[config.mk]
export PLATFORM = sky130hd
export DESIGN_NAME = mdu_hilo
export DESIGN_NICKNAME = d
export VERILOG_FILES = /design/src/rtl/mdu_hilo.sv
export SDC_FILE = /design/constraint.sdc
export NUM_CORES = 1
export LEC_CHECK = 0
export ABC_CLOCK_PERIOD_IN_PS = 3750
export BUFFER_PORTS_ARGS = -buffer_cell sky130_fd_sc_hd__buf_2
export CORE_ASPECT_RATIO = 1.1
export CORE_MARGIN = 8
export CORE_UTILIZATION = 43
export DETAILED_ROUTE_END_ITERATION = 7
export SLEW_MARGIN = 20
export SYNTH_ARGS = -nofsm -noshare
export SYNTH_HDL_FRONTEND = slang
export SYNTH_SLANG_ARGS = --single-unit
[constraint.sdc]
create_clock -name clk -period 3.75 [get_ports clk]
set_input_delay 0.1875 -clock clk [delete_from_list [all_inputs] [get_ports clk]]
set_output_delay 0.1875 -clock clk [all_outputs]
set_load 0.05 [all_outputs]
[src/rtl/mdu_hilo.sv]
`default_nettype none
// +--------------------------------------------------------------------------+
// | mdu_hilo: iterative radix-2 multiply/divide unit owning the HI/LO regs.  |
// | Rev 1.0                                                                  |
// +--------------------------------------------------------------------------+
module mdu_hilo #(
  parameter int WIDTH = 32,
  parameter int CNT_W = 6
) (
  input  logic             clk,
  input  logic             reset,
  input  logic             start,
  input  logic [2:0]       op,
  input  logic [WIDTH-1:0] a,
  input  logic [WIDTH-1:0] b,
  input  logic             flush,
  output logic             busy,
  output logic             done,
  output logic [WIDTH-1:0] hi,
  output logic [WIDTH-1:0] lo
);

  typedef enum logic [1:0] {
    S_IDLE = 2'd0,
    S_RUN  = 2'd1,
    S_FIX  = 2'd2
  } state_t;

  localparam logic [CNT_W-1:0] C_LAST = CNT_W'(WIDTH - 1);

  state_t             r_state;
  logic [CNT_W-1:0]   r_cnt;
  logic [2*WIDTH-1:0] r_acc;
  logic [WIDTH-1:0]   r_opnd;
  logic               r_div;
  logic               r_sa;
  logic               r_sb;
  logic               r_dz;

  logic               w_muldiv;
  logic               w_neg_a;
  logic               w_neg_b;
  logic [WIDTH-1:0]   w_mag_a;
  logic [WIDTH-1:0]   w_mag_b;
  logic [WIDTH:0]     w_mul_sum;
  logic [WIDTH:0]     w_div_diff;
  logic [2*WIDTH-1:0] w_mul_step;
  logic [2*WIDTH-1:0] w_div_step;
  logic [2*WIDTH-1:0] w_prod_neg;
  logic [WIDTH-1:0]   w_quo;
  logic [WIDTH-1:0]   w_rem;

  assign w_muldiv = ~op[2];
  assign w_neg_a  = op[0] & a[WIDTH-1];
  assign w_neg_b  = op[0] & b[WIDTH-1];
  assign w_mag_a  = w_neg_a ? -a : a;
  assign w_mag_b  = w_neg_b ? -b : b;

  // Multiply: acc = {partial product, remaining multiplier bits}, shifted right.
  assign w_mul_sum  = {1'b0, r_acc[2*WIDTH-1:WIDTH]} + (r_acc[0] ? {1'b0, r_opnd} : {(WIDTH+1){1'b0}});
  assign w_mul_step = {w_mul_sum, r_acc[WIDTH-1:1]};

  // Divide: acc = {partial remainder, dividend/quotient bits}; a borrow restores.
  assign w_div_diff = r_acc[2*WIDTH-1:WIDTH-1] - {1'b0, r_opnd};
  assign w_div_step = w_div_diff[WIDTH] ? {r_acc[2*WIDTH-2:0], 1'b0}
                                        : {w_div_diff[WIDTH-1:0], r_acc[WIDTH-2:0], 1'b1};

  assign w_prod_neg = -r_acc;
  assign w_quo      = (r_sa ^ r_sb) ? -r_acc[WIDTH-1:0] : r_acc[WIDTH-1:0];
  assign w_rem      = r_sa ? -r_acc[2*WIDTH-1:WIDTH] : r_acc[2*WIDTH-1:WIDTH];

  always_ff @(posedge clk or negedge reset) begin
    if (!reset) begin
      r_state <= S_IDLE;
      r_cnt   <= '0;
      r_acc   <= '0;
      r_opnd  <= '0;
      r_div   <= 1'b0;
      r_sa    <= 1'b0;
      r_sb    <= 1'b0;
      r_dz    <= 1'b0;
      busy    <= 1'b0;
      done    <= 1'b0;
      hi      <= '0;
      lo      <= '0;
    end else begin
      done <= 1'b0;
      if (flush) begin
        r_state <= S_IDLE;
        busy    <= 1'b0;
      end else begin
        case (r_state)
          S_IDLE: begin
            if (start) begin
              if (w_muldiv) begin
                r_div <= op[1];
                r_sa  <= w_neg_a;
                r_sb  <= w_neg_b;
                r_cnt <= '0;
                r_dz  <= op[1] & (b == '0);
                busy  <= 1'b1;
                if (op[1]) begin
                  r_opnd <= w_mag_b;
                  // Divide by zero bypasses iteration; FIX emits hi=a, lo=all ones.
                  if (b == '0) begin
                    r_acc   <= {a, {WIDTH{1'b1}}};
                    r_state <= S_FIX;
                  end else begin
                    r_acc   <= {{WIDTH{1'b0}}, w_mag_a};
                    r_state <= S_RUN;
                  end
                end else begin
                  r_opnd  <= w_mag_a;
                  r_acc   <= {{WIDTH{1'b0}}, w_mag_b};
                  r_state <= S_RUN;
                end
              end else if (op == 3'b100) begin
                hi <= a;
              end else if (op == 3'b101) begin
                lo <= a;
              end
            end
          end
          S_RUN: begin
            r_acc <= r_div ? w_div_step : w_mul_step;
            r_cnt <= r_cnt + CNT_W'(1);
            if (r_cnt == C_LAST) r_state <= S_FIX;
          end
          S_FIX: begin
            if (r_dz) begin
              {hi, lo} <= r_acc;
            end else if (r_div) begin
              hi <= w_rem;
              lo <= w_quo;
            end else if (r_sa ^ r_sb) begin
              {hi, lo} <= w_prod_neg;
            end else begin
              {hi, lo} <= r_acc;
            end
            busy    <= 1'b0;
            done    <= 1'b1;
            r_state <= S_IDLE;
          end
          default: r_state <= S_IDLE;
        endcase
      end
    end
  end

endmodule
`default_nettype wire

==> summary.txt, run 1 <==
Crit path to: r_acc[60]
Total CTS buffers: 17
CP max-delay cell: fa_1
Skew-Pair Late Insertion Delay: 460 ps
Ports: 137
FFs w/ async S/R, synth: 1.00
Period utilization: 0.951
Sw frac: 0.547
Max_cap viols: 0
Layout cell share with drive strength beyond 1: 0.139
Post-Syn Nets: 2211
Fin cells: 2673
Total overflow reported by the global router: 0
Ys Warns: 0
Clk slew on worst S/H paths: 80 ps
RSZ-0062 raised after global routing: no
# nets final: 2315
Port bufs: 136
Clk_skew: 16.1 ps
Yosys cell types: 77
Most frequent cells in the layout: nor2_1 (271), nand2_1 (232), dfrtp_1 (173)
Worst R2R Setup Slack: 180 ps
Crit-path max cell delay: 410 ps
Top delay family on crit path: compound AO/OA/AOI/OAI gates
Max Slew Vio Count: 0
Hold slack: 23.2 ps
Clock tree buffer depth: 2
Power per Cell Area: 1070 nW/um^2
Vias post-DR: 16647
Number of enable flip-flop cells after synthesis: 0
Crit path kind: reg -> reg
Syn Inst Count: 2069
Slew headroom: 0.298
Final setup TNS: 0 ps
Pre-CTS setup slack: 25.6 ps
Reg2reg end: r_acc[60]
CP Launch Type: flip-flop
Worst r2r src: r_acc[31]
Min cycle time layout: 3570 ps
Post-Syn Area: 15700 sq um
Levels on crit path: 14
DP HPWL: 50900 um
Synthesis-to-finish area growth: 14.0%
CORE AREA: 36100 sq um
Outcome: finished clean
Largest net degree at the start of global routing: 88
Crit path DAT: 3900 ps
Die Y: 216 um
Worst Tran Pin Value: 1050 ps
Leading cell type in the layout, fill and taps excluded: nor2_1
CTS tree: yes
Clk pwr share: 0.102
Maximum vdd drop: 644 uV
First-pass GRT wire length: 97300 um
Critical path buffers and inverters: 3
Combinational Power Share: 0.706
Critical Path, Cell by Cell: inv_1 -> ha_1 -> fa_1 -> nand2b_1 -> a21o_1 -> a21oi_2 -> o211ai_1 -> nor3b_2 -> a21oi_1 -> buf_4 -> xor2_4 -> buf_12 -> mux2i_1 -> o32ai_1
Worst Slack Setup Final: 184 ps
Max Clock Freq: 0.280 GHz
Final Hold Viols: 0
DIE AREA: 42800 sq um
Placed Instances: 2638
Starting density of the core: 0.435
Flop pwr share: 0.192
Syn_area_per_cell: 7.58 sq um
Setup Viol. Count Final: 0
Horiz. Die Dim: 198 um
Pleak: 7.93 nW
CP endpoint kind: flip-flop
Register area share after synthesis: 0.278
CTS Sinks: 174
Final ANT Viol Nets: 0
Design Power: 19.1 mW
Clk root buf: clkbuf_16
DRC viols: 0
Antenna violations before repair: 3
Cells on worst reg2reg path: 14
Wire per inst: 24.5 um
Initial DRT Pass Iterations: 5
Vias per Instance: 6.23
Antenna diodes: 0
Worst hold path type: in -> reg
Vias in the first global route: 15750
Htree depth: 4
FP Rows: 73
Ys flop type: dfrtp_1
GP Congestion: 1.01
Max FO, Critical Path: 25
NetSw: 10.4 mW
Final WL: 65500 um
DRT iter0 DRCs: 1690
Int Power: 8.64 mW
Count of state elements after synthesis: 174
GRT Util Overall: 0.298
Crit path from: r_acc[31]
WP data required: 4080 ps
-- through the flow --
step	utilization	area [sq um]
2_1_floorplan	-	15700
3_3_place_gp	0.476	17200
3_5_place_dp	0.476	17200
4_1_cts	0.494	17800
5_1_grt	0.495	17900
6_report	0.495	17900
-- flip-flops by register name, indices dropped and copies added, names as in the netlist --
signal	count
busy	1
done	1
hi	32
lo	32
r_acc	64
r_cnt	6
r_div	1
r_dz	1
r_opnd	32
r_sa	1
r_sb	1
r_state	2
-- worst register-to-register path, delay by kind of cell, from the launching register on --
family / cells / cell delay [ps]
AOI/OAI and AO/OA: 5 / 930
adders and majority gates: 2 / 670
buffers and inverters: 3 / 540
DFF: 1 / 390
and+or+nand+nor: 2 / 380
muxes: 1 / 340
xor gates and xnor gates: 1 / 190
-- cells by family (layout without fill, tap and decap cells) --
kind of cell	Yosys count	after routing	synth area share
simple gates	748	748	0.217
compound gates	641	641	0.261
buf+inv	198	315	0.0477
flops	174	174	0.278
xor+xnor	168	168	0.0938
fa+ha+maj	71	71	0.0576
mux	69	69	0.0452
-- power groups by stage --
stage	sequential, mW	clock (mW)	combinational (mW)
2_1_floorplan	4.60	0	8.22
4_1_cts	3.62	1.95	13.2
3_5_place_dp	3.66	0	13.1
3_3_place_gp	3.62	0	13.0
5_1_grt	3.75	2.02	14.5
6_report	3.66	1.94	13.5
-- worst min path at each step --
| stage | to | startpoint | cells after the start |
|---|---|---|---|
| 2_1_floorplan | busy | reset | 0 |
| 3_3_place_gp | hi[2] | reset | 1 |
| 3_5_place_dp | hi[2] | reset | 1 |
| 4_1_cts | busy | flush | 2 |
| 5_1_grt | busy | flush | 2 |
| 6_report | busy | flush | 2 |
-- synthesized netlist by cell type, types with 5 or more instances --
master    count  area share
nor2b_1      12      0.0048
nor4_1       20      0.0080
or3_1        17      0.0068
and4_1        7      0.0039
nand3b_1      5      0.0024
or4_1         6      0.0029
or2_2         5      0.0020
a221o_1       7      0.0045
nor2_1      274       0.066
o21ai_1       6      0.0019
nand2b_1     20      0.0080
o221ai_1     16      0.0089
a21boi_0      6      0.0029
ha_1         69       0.055
o21a_1       17      0.0081
nand4_1      15      0.0060
and3_1       15      0.0060
nand2_1     233       0.056
and2_1       14      0.0056
dfrtp_1     174        0.28
a211oi_1     21       0.010
o21ai_0     146       0.047
a21o_1       28       0.013
buf_1        17      0.0041
o22ai_1      21      0.0084
o21bai_1      7      0.0034
nand3_1      32       0.010
a311oi_1     13      0.0073
mux2i_1      54       0.034
o41ai_1      10      0.0056
o31ai_1      62       0.030
inv_1        62       0.015
nor3_1       53       0.017
xor2_1       75       0.042
a31oi_1      33       0.013
nor3b_1       6      0.0029
a211o_1       8      0.0045
clkbuf_1    114       0.027
mux2_2       15       0.011
o211ai_1     26       0.012
a21oi_1     167       0.053
a221oi_1     12      0.0067
xnor2_1      93       0.052
-- layer usage --
| layer | up-vias | routed length, um | global-route usage | share of wire |
|---|---|---|---|---|
| met3 | 165 | 5110 | 0.0412 | 0.078 |
| met2 | 795 | 29800 | 0.478 | 0.46 |
| li1 | 7670 | - | - | - |
| met5 | - | 16 | 0 | 0.00024 |
| met4 | 2 | 3820 | 0.159 | 0.058 |
| met1 | 8015 | 26700 | 0.385 | 0.41 |
-- cell type report --
type	count	area (sq um)
clock buffer	17	425
timing repair buffer	220	1370
sequential	174	4360
clock inverter	15	198
fill	3587	18200
tap	487	609
inverter	63	240
multi-input combinational	1697	10700
-- what timing repair did --
action	CTS	global route
hold endpoints to repair	84	0
pin swaps	0	1
gates resized for setup	1	8
hold buffers	1	0
setup endpoints to repair	1	29
buffers inserted	0	2
(Power assumes the default switching activity.)
==> inputs of run 2 (changes only) <==
Settings changed: CELL_PAD_IN_SITES_DETAIL_PLACEMENT set to 1, CELL_PAD_IN_SITES_GLOBAL_PLACEMENT set to 1, PLACE_DENSITY_LB_ADDON set to 0.1.
==> run 2 against run 1 <==
- via count increased by 3.2%
- wire length grew 13%
- sequential share of layout area fell by 0.093 points
- die area is the same
- maximum frequency grew 0.26%
- clock power about the same
- critical path depth decreased by 1
- non-clock buffer count up 17
- flip-flop and latch count is the same
- count of clock-buffer cells in the layout up 1
- final area grew 0.38%
- critical endpoint unchanged
==> summary.txt, run 2 (same netlist as run 1, synthesis figures left out) <==
Max FO, Critical Path: 4 (-84%)
Die Y: 216 um (unchanged)
Max Clock Freq: 0.281 GHz (+0.26%)
Crit path kind: reg -> reg
Worst R2R Setup Slack: 190 ps (about the same)
Total CTS buffers: 17 (unchanged)
Critical path buffers and inverters: 2 (-1)
Crit path DAT: 3930 ps (+30 ps)
Starting density of the core: 0.435 (unchanged)
Maximum vdd drop: 612 uV (-5.0%)
Sink of the worst hold path: r_acc[33]
Reg2reg end: r_acc[60]
Initial DRT Pass Iterations: 5 (unchanged)
Hold path startpoint: a[1]
CTS Sinks: 174 (unchanged)
RSZ-0062 raised after global routing: no
Fillers: 4489 (+25%)
Final Hold Viols: 0 (unchanged)
Worst r2r src: r_acc[31]
Pre-CTS setup slack: 151 ps (+125 ps)
WP data required: 4120 ps (+40 ps)
DRT iter0 DRCs: 1557 (-7.9%)
Min cycle time layout: 3560 ps (-9.34 ps)
First-pass GRT wire length: 111000 um (+14%)
GP Congestion: 0.990 (-2.4%)
Setup Viol. Count Final: 0 (unchanged)
Slew headroom: 0.275 (-0.0233)
CTS tree: yes
Vias post-DR: 17185 (+3.2%)
CP endpoint kind: flip-flop
Most frequent cells in the layout: nor2_1 (271), nand2_1 (232), dfrtp_1 (173)
GRT Util Overall: 0.343 (+0.0443)
Htree depth: 4 (unchanged)
Clk root buf: clkbuf_16
Top reg by flops: r_acc
Max_cap viols: 0 (unchanged)
Final WL: 74200 um (+13%)
CORE AREA: 36100 sq um (unchanged)
Final ANT Viol Nets: 0 (unchanged)
Worst hold path type: in -> reg
Wire per inst: 27.6 um (+13%)
Worst Tran Pin Value: 1080 ps (+34.8 ps)
Largest net degree at the start of global routing: 80 (-9.1%)
Horiz. Die Dim: 198 um (unchanged)
Skew-Pair Late Insertion Delay: 470 ps (about the same)
DP HPWL: 58400 um (+15%)
Final setup TNS: 0 ps (unchanged)
Vias in the first global route: 17721 (+13%)
Pleak: 7.99 nW (+0.74%)
Total overflow reported by the global router: 0 (unchanged)
Layout cell share with drive strength beyond 1: 0.143 (+0.00437)
DIE AREA: 42800 sq um (unchanged)
Worst Slack Setup Final: 193 ps (+9.34 ps)
CP Launch Type: flip-flop
Antenna violations before repair: 0 (-3)
Cells on worst reg2reg path: 13 (-1)
Port bufs: 136 (unchanged)
Crit-path max cell delay: 400 ps (about the same)
Power per Cell Area: 1090 nW/um^2 (+2.6%)
Synthesis-to-finish area growth: 14.4%
CP max-delay cell: dfrtp_1
Max Slew Vio Count: 0 (unchanged)
Final Util: 0.497 (+0.00191)
Top delay family on crit path: compound AO/OA/AOI/OAI gates
DRC viols: 0 (unchanged)
Clk_skew: 10.8 ps (-5.25 ps)
Period utilization: 0.949 (-0.00249)
# nets final: 2332 (+0.73%)
Critical Path, Cell by Cell: inv_1 -> ha_1 -> fa_1 -> nand2b_1 -> a21o_1 -> a21oi_1 -> buf_4 -> o21ai_0 -> a31oi_2 -> o21ai_0 -> xnor2_1 -> mux2i_1 -> o32ai_1
Ports: 137 (unchanged)
Most frequent CP cell: o21ai_0
Clock tree buffer depth: 2 (unchanged)
Leading cell type in the layout, fill and taps excluded: nor2_1
Outcome: finished clean
Worst hold stages: 3 (+1)
FP Rows: 73 (unchanged)
Clk slew on worst S/H paths: 80 ps (about the same)
Vias per Instance: 6.39 (+2.5%)
Max reg flops: 64 (unchanged)
-- run 2: cell count changes in the layout (fill, tap and decap cells not counted), sizes merged --
cell,previous run,this run
buf,219,235
diode,0,1
clkbuf,17,18
bufinv,1,2
dlygate4sd3,1,2
clkinvlp,1,2
clkinv,8,3
inv,68,70
-- run 2: worst max-delay path by stage --
stage	from	end	slack [ps]	cells past startpoint
floorplan	r_acc[40]	r_acc[57]	590	11
global placement	r_acc[32]	r_acc[60]	200	12
detailed placement	r_acc[0]	r_acc[63]	150	13
CTS	r_acc[0]	r_acc[63]	130	13
global route	r_acc[0]	r_acc[60]	10	13
finish	r_acc[31]	r_acc[60]	190	13
-- run 2: cell type report --
type,instances,area [sq um],share of cell area
Clock buffer,18,429,0.0239
Timing Repair Buffer,237,1480,0.0822
Inverter,63,236,0.0132
Sequential cell,174,4360,0.243
Multi-Input combinational cell,1697,10700,0.594
Tap cell,487,609,0.0340
Antenna cell,1,2.50,0.000139
Clock inverter,14,173,0.00962
-- run 2: power breakdown --
group | internal, mW | leakage, nW | total (mW) | switching (mW)
Clock | 1.01 | 0.288 | 1.93 | 0.919
Combinational | 4.99 | 5.54 | 14.0 | 9.01
Sequential | 2.73 | 2.16 | 3.71 | 0.983
-- run 2: routing by layer --
metal,track usage,part of all wire,vias to the layer above,wire (um)
met4,0.210,0.066,0,4890
met3,0.0535,0.068,194,5060
met1,0.423,0.41,8638,30100
met2,0.554,0.46,641,34200
met5,0,0,-,0
li1,-,-,7712,-
-- run 2: what timing repair did --
item / in CTS / in global routing
hold buffers: 2 / 0
setup endpoints to repair: 0 / 7
setup buffers: 0 / 0
endpoints found under the hold margin: 75 / 0
gates resized for setup: 0 / 4
-- run 2: per-stage QoR --
step	hold slack, ps	area [sq um]	instances	power (mW)
after CTS	97.7	17900	2690	19.4
after global routing	153	17900	2690	20.9
final	135	17900	2691	19.6
after global placement	304	17300	2656	17.1
after floorplan	-108	15700	2069	12.8
after detailed placement	300	17300	2656	17.4
-- run 2: worst register-to-register path: stages (launching register included) --
cell and delay, ps:
dfrtp_1 400, inv_1 130, ha_1 250, fa_1 400
nand2b_1 180, a21o_1 180, a21oi_1 280, buf_4 180
o21ai_0 190, a31oi_2 340, o21ai_0 260, xnor2_1 200
mux2i_1 150, o32ai_1 320
==> inputs of run 3 (changes only) <==
==> constraint.sdc (replaced) <==
create_clock -name clk -period 3.75 [get_ports clk]
set_input_delay 0.5625 -clock clk [delete_from_list [all_inputs] [get_ports clk]]
set_output_delay 0.5625 -clock clk [all_outputs]
set_load 0.05 [all_outputs]
==> run 3 against run 2 <==
- critical path depth grew 1
- register-to-register slack lost 100 ps
- first-iteration DRC count shrank 24%
- critical path type unchanged
- largest cell class unchanged
==> summary.txt, run 3 (same netlist as run 1, synthesis figures left out) <==
Worst r2r src: r_acc[31]
Setup Viol. Count Final: 0 (unchanged)
Crit path kind: reg -> reg
Htree depth: 4 (unchanged)
Vias per Instance: 6.31 (-1.1%)
GRT Util Overall: 0.342 (-0.000787)
Critical path buffers and inverters: 3 (+1)
Power per Cell Area: 1080 nW/um^2 (-1.0%)
Clk slew on worst S/H paths: 80 ps (about the same)
Max Clock Freq: 0.273 GHz (-2.8%)
CORE AREA: 36100 sq um (unchanged)
Vias post-DR: 17035 (-0.87%)
Port bufs: 136 (unchanged)
Horiz. Die Dim: 198 um (unchanged)
Total CTS buffers: 17 (unchanged)
Worst Tran Pin Value: 1100 ps (+14.9 ps)
Most frequent cells in the layout: nor2_1 (271), nand2_1 (232), dfrtp_1 (173)
Period utilization: 0.976 (+0.0271)
Initial DRT Pass Iterations: 7 (+2)
Starting density of the core: 0.435 (unchanged)
Skew-Pair Late Insertion Delay: 480 ps (about the same)
Levels on crit path: 14 (+1)
DRT iter0 DRCs: 1185 (-24%)
Final ANT Viol Nets: 0 (unchanged)
Top delay family on crit path: compound AO/OA/AOI/OAI gates
Clock tree buffer depth: 2 (unchanged)
Max Slew Vio Count: 0 (unchanged)
CP endpoint kind: flip-flop
Synthesis-to-finish area growth: 14.8%
Design Power: 19.5 mW (-0.65%)
Cells on worst reg2reg path: 14 (+1)
# nets final: 2340 (+0.34%)
DRC viols: 0 (unchanged)
Final WL: 73900 um (-0.46%)
First-pass GRT wire length: 110000 um (-0.90%)
Max_cap viols: 0 (unchanged)
Slew headroom: 0.268 (-0.00728)
Layout cell share with drive strength beyond 1: 0.147 (+0.00355)
Die Y: 216 um (unchanged)
Final Hold Viols: 0 (unchanged)
Vias in the first global route: 17319 (-2.3%)
DP Area: 17400 sq um (+0.68%)
Leading cell type in the layout, fill and taps excluded: nor2_1
CP Launch Type: flip-flop
Pleak: 8.04 nW (+0.60%)
Antenna violations before repair: 6 (+6)
Ports: 137 (unchanged)
Largest net degree at the start of global routing: 90 (+13%)
CTS tree: yes
CTS Sinks: 174 (unchanged)
Antenna diodes: 0 (-1)
Outcome: finished clean
Max reg flops: 64 (unchanged)
CP max-delay cell: dfrtp_1
Reg2reg end: r_acc[49]
Clk_skew: 10.4 ps (-0.479 ps)
Top reg by flops: r_acc
FP Rows: 73 (unchanged)
Postcts setup bufs: 0 (unchanged)
Crit-path max cell delay: 410 ps (about the same)
GP Congestion: 0.979 (-1.1%)
Wire per inst: 27.4 um (-0.72%)
Max FO, Critical Path: 23 (+19)
Crit path from: r_acc[31]
Worst R2R Setup Slack: 90 ps (-100 ps)
Critical Path, Cell by Cell: inv_1 -> ha_1 -> fa_1 -> nand2b_1 -> a21o_1 -> a21oi_2 -> o211ai_1 -> nor3b_1 -> a21oi_1 -> buf_4 -> xor2_4 -> buf_12 -> mux2i_1 -> o221ai_1
Min cycle time layout: 3660 ps (+102 ps)
Total overflow reported by the global router: 0 (unchanged)
Crit path to: r_acc[49]
DIE AREA: 42800 sq um (unchanged)
Maximum vdd drop: 628 uV (+2.6%)
DP HPWL: 58800 um (+0.68%)
Design area: 18000 sq um (+0.36%)
WP data required: 4060 ps (-60 ps)
Worst hold path type: in -> reg
Clk root buf: clkbuf_16
Crit path DAT: 3970 ps (+40 ps)
==> run 3: cell types whose count changed in the layout (fill, tap and decap cells not counted), moves of 2 or more <==
cell       previous run  this run
buf_12                2         6
buf_4                97       102
bufinv_16             2         0
inv_8                 1         5
==> run 3: how the worst min path moves through the flow <==
stage	end	cells past startpoint	slack, ps	startpoint
after global routing	busy	2	420	flush
after global placement	lo[12]	2	460	lo[12]
after detailed placement	lo[14]	2	460	lo[14]
final	r_acc[33]	3	460	a[1]
after floorplan	busy	0	270	reset
after CTS	busy	2	410	flush
==> run 3: final cells by class <==
class | instances | area (sq um)
clock buffer | 17 | 425
clock inverter | 15 | 138
fill | 4580 | 18100
inverter | 63 | 236
multi-input combinational | 1697 | 10700
sequential | 174 | 4360
tap | 487 | 609
timing repair buffer | 245 | 1580
==> run 3: metrics by stage <==
stage / setup TNS [ps] / utilization / cells / hold slack (ps) / setup WS (ps)
2_1_floorplan: 0 / - / 2069 / 267 / 588
3_3_place_gp: 0 / 0.483 / 2665 / 455 / 203
3_5_place_dp: 0 / 0.483 / 2665 / 461 / 141
4_1_cts: 0 / 0.499 / 2698 / 409 / 124
5_1_grt: -6.13 / 0.499 / 2698 / 424 / -6.13
6_report: 0 / 0.499 / 2698 / 458 / 91.5
==> run 3: repair_timing <==
item	in CTS	in global routing
setup endpoints to repair	0	5
hold buffers	1	0
hold endpoints to repair	12	0
gates resized for setup	0	3
==> run 3: worst reg2reg max path, cell delays in order, from the launching register on <==
cell	delay, ps
dfrtp_1	410
inv_1	150
ha_1	270
fa_1	410
nand2b_1	190
a21o_1	200
a21oi_2	250
o211ai_1	130
nor3b_1	190
a21oi_1	320
buf_4	210
xor2_4	190
buf_12	240
mux2i_1	210
o221ai_1	130
==> run 3: metal layers <==
metal	routed length [um]	track usage	vias up
met2	33400	0.538	653
met5	27	0	-
met1	30600	0.427	8456
met4	5120	0.226	4
met3	4660	0.0547	197
li1	-	-	7725
==> run 3: power by group <==
group	leakage, nW	internal [mW]	total, mW	switching [mW]
sequential	2.16	2.73	3.66	0.932
combinational	5.60	5.05	14.0	8.99
clock	0.275	0.881	1.81	0.931
total	8.04	8.66	19.5	10.8
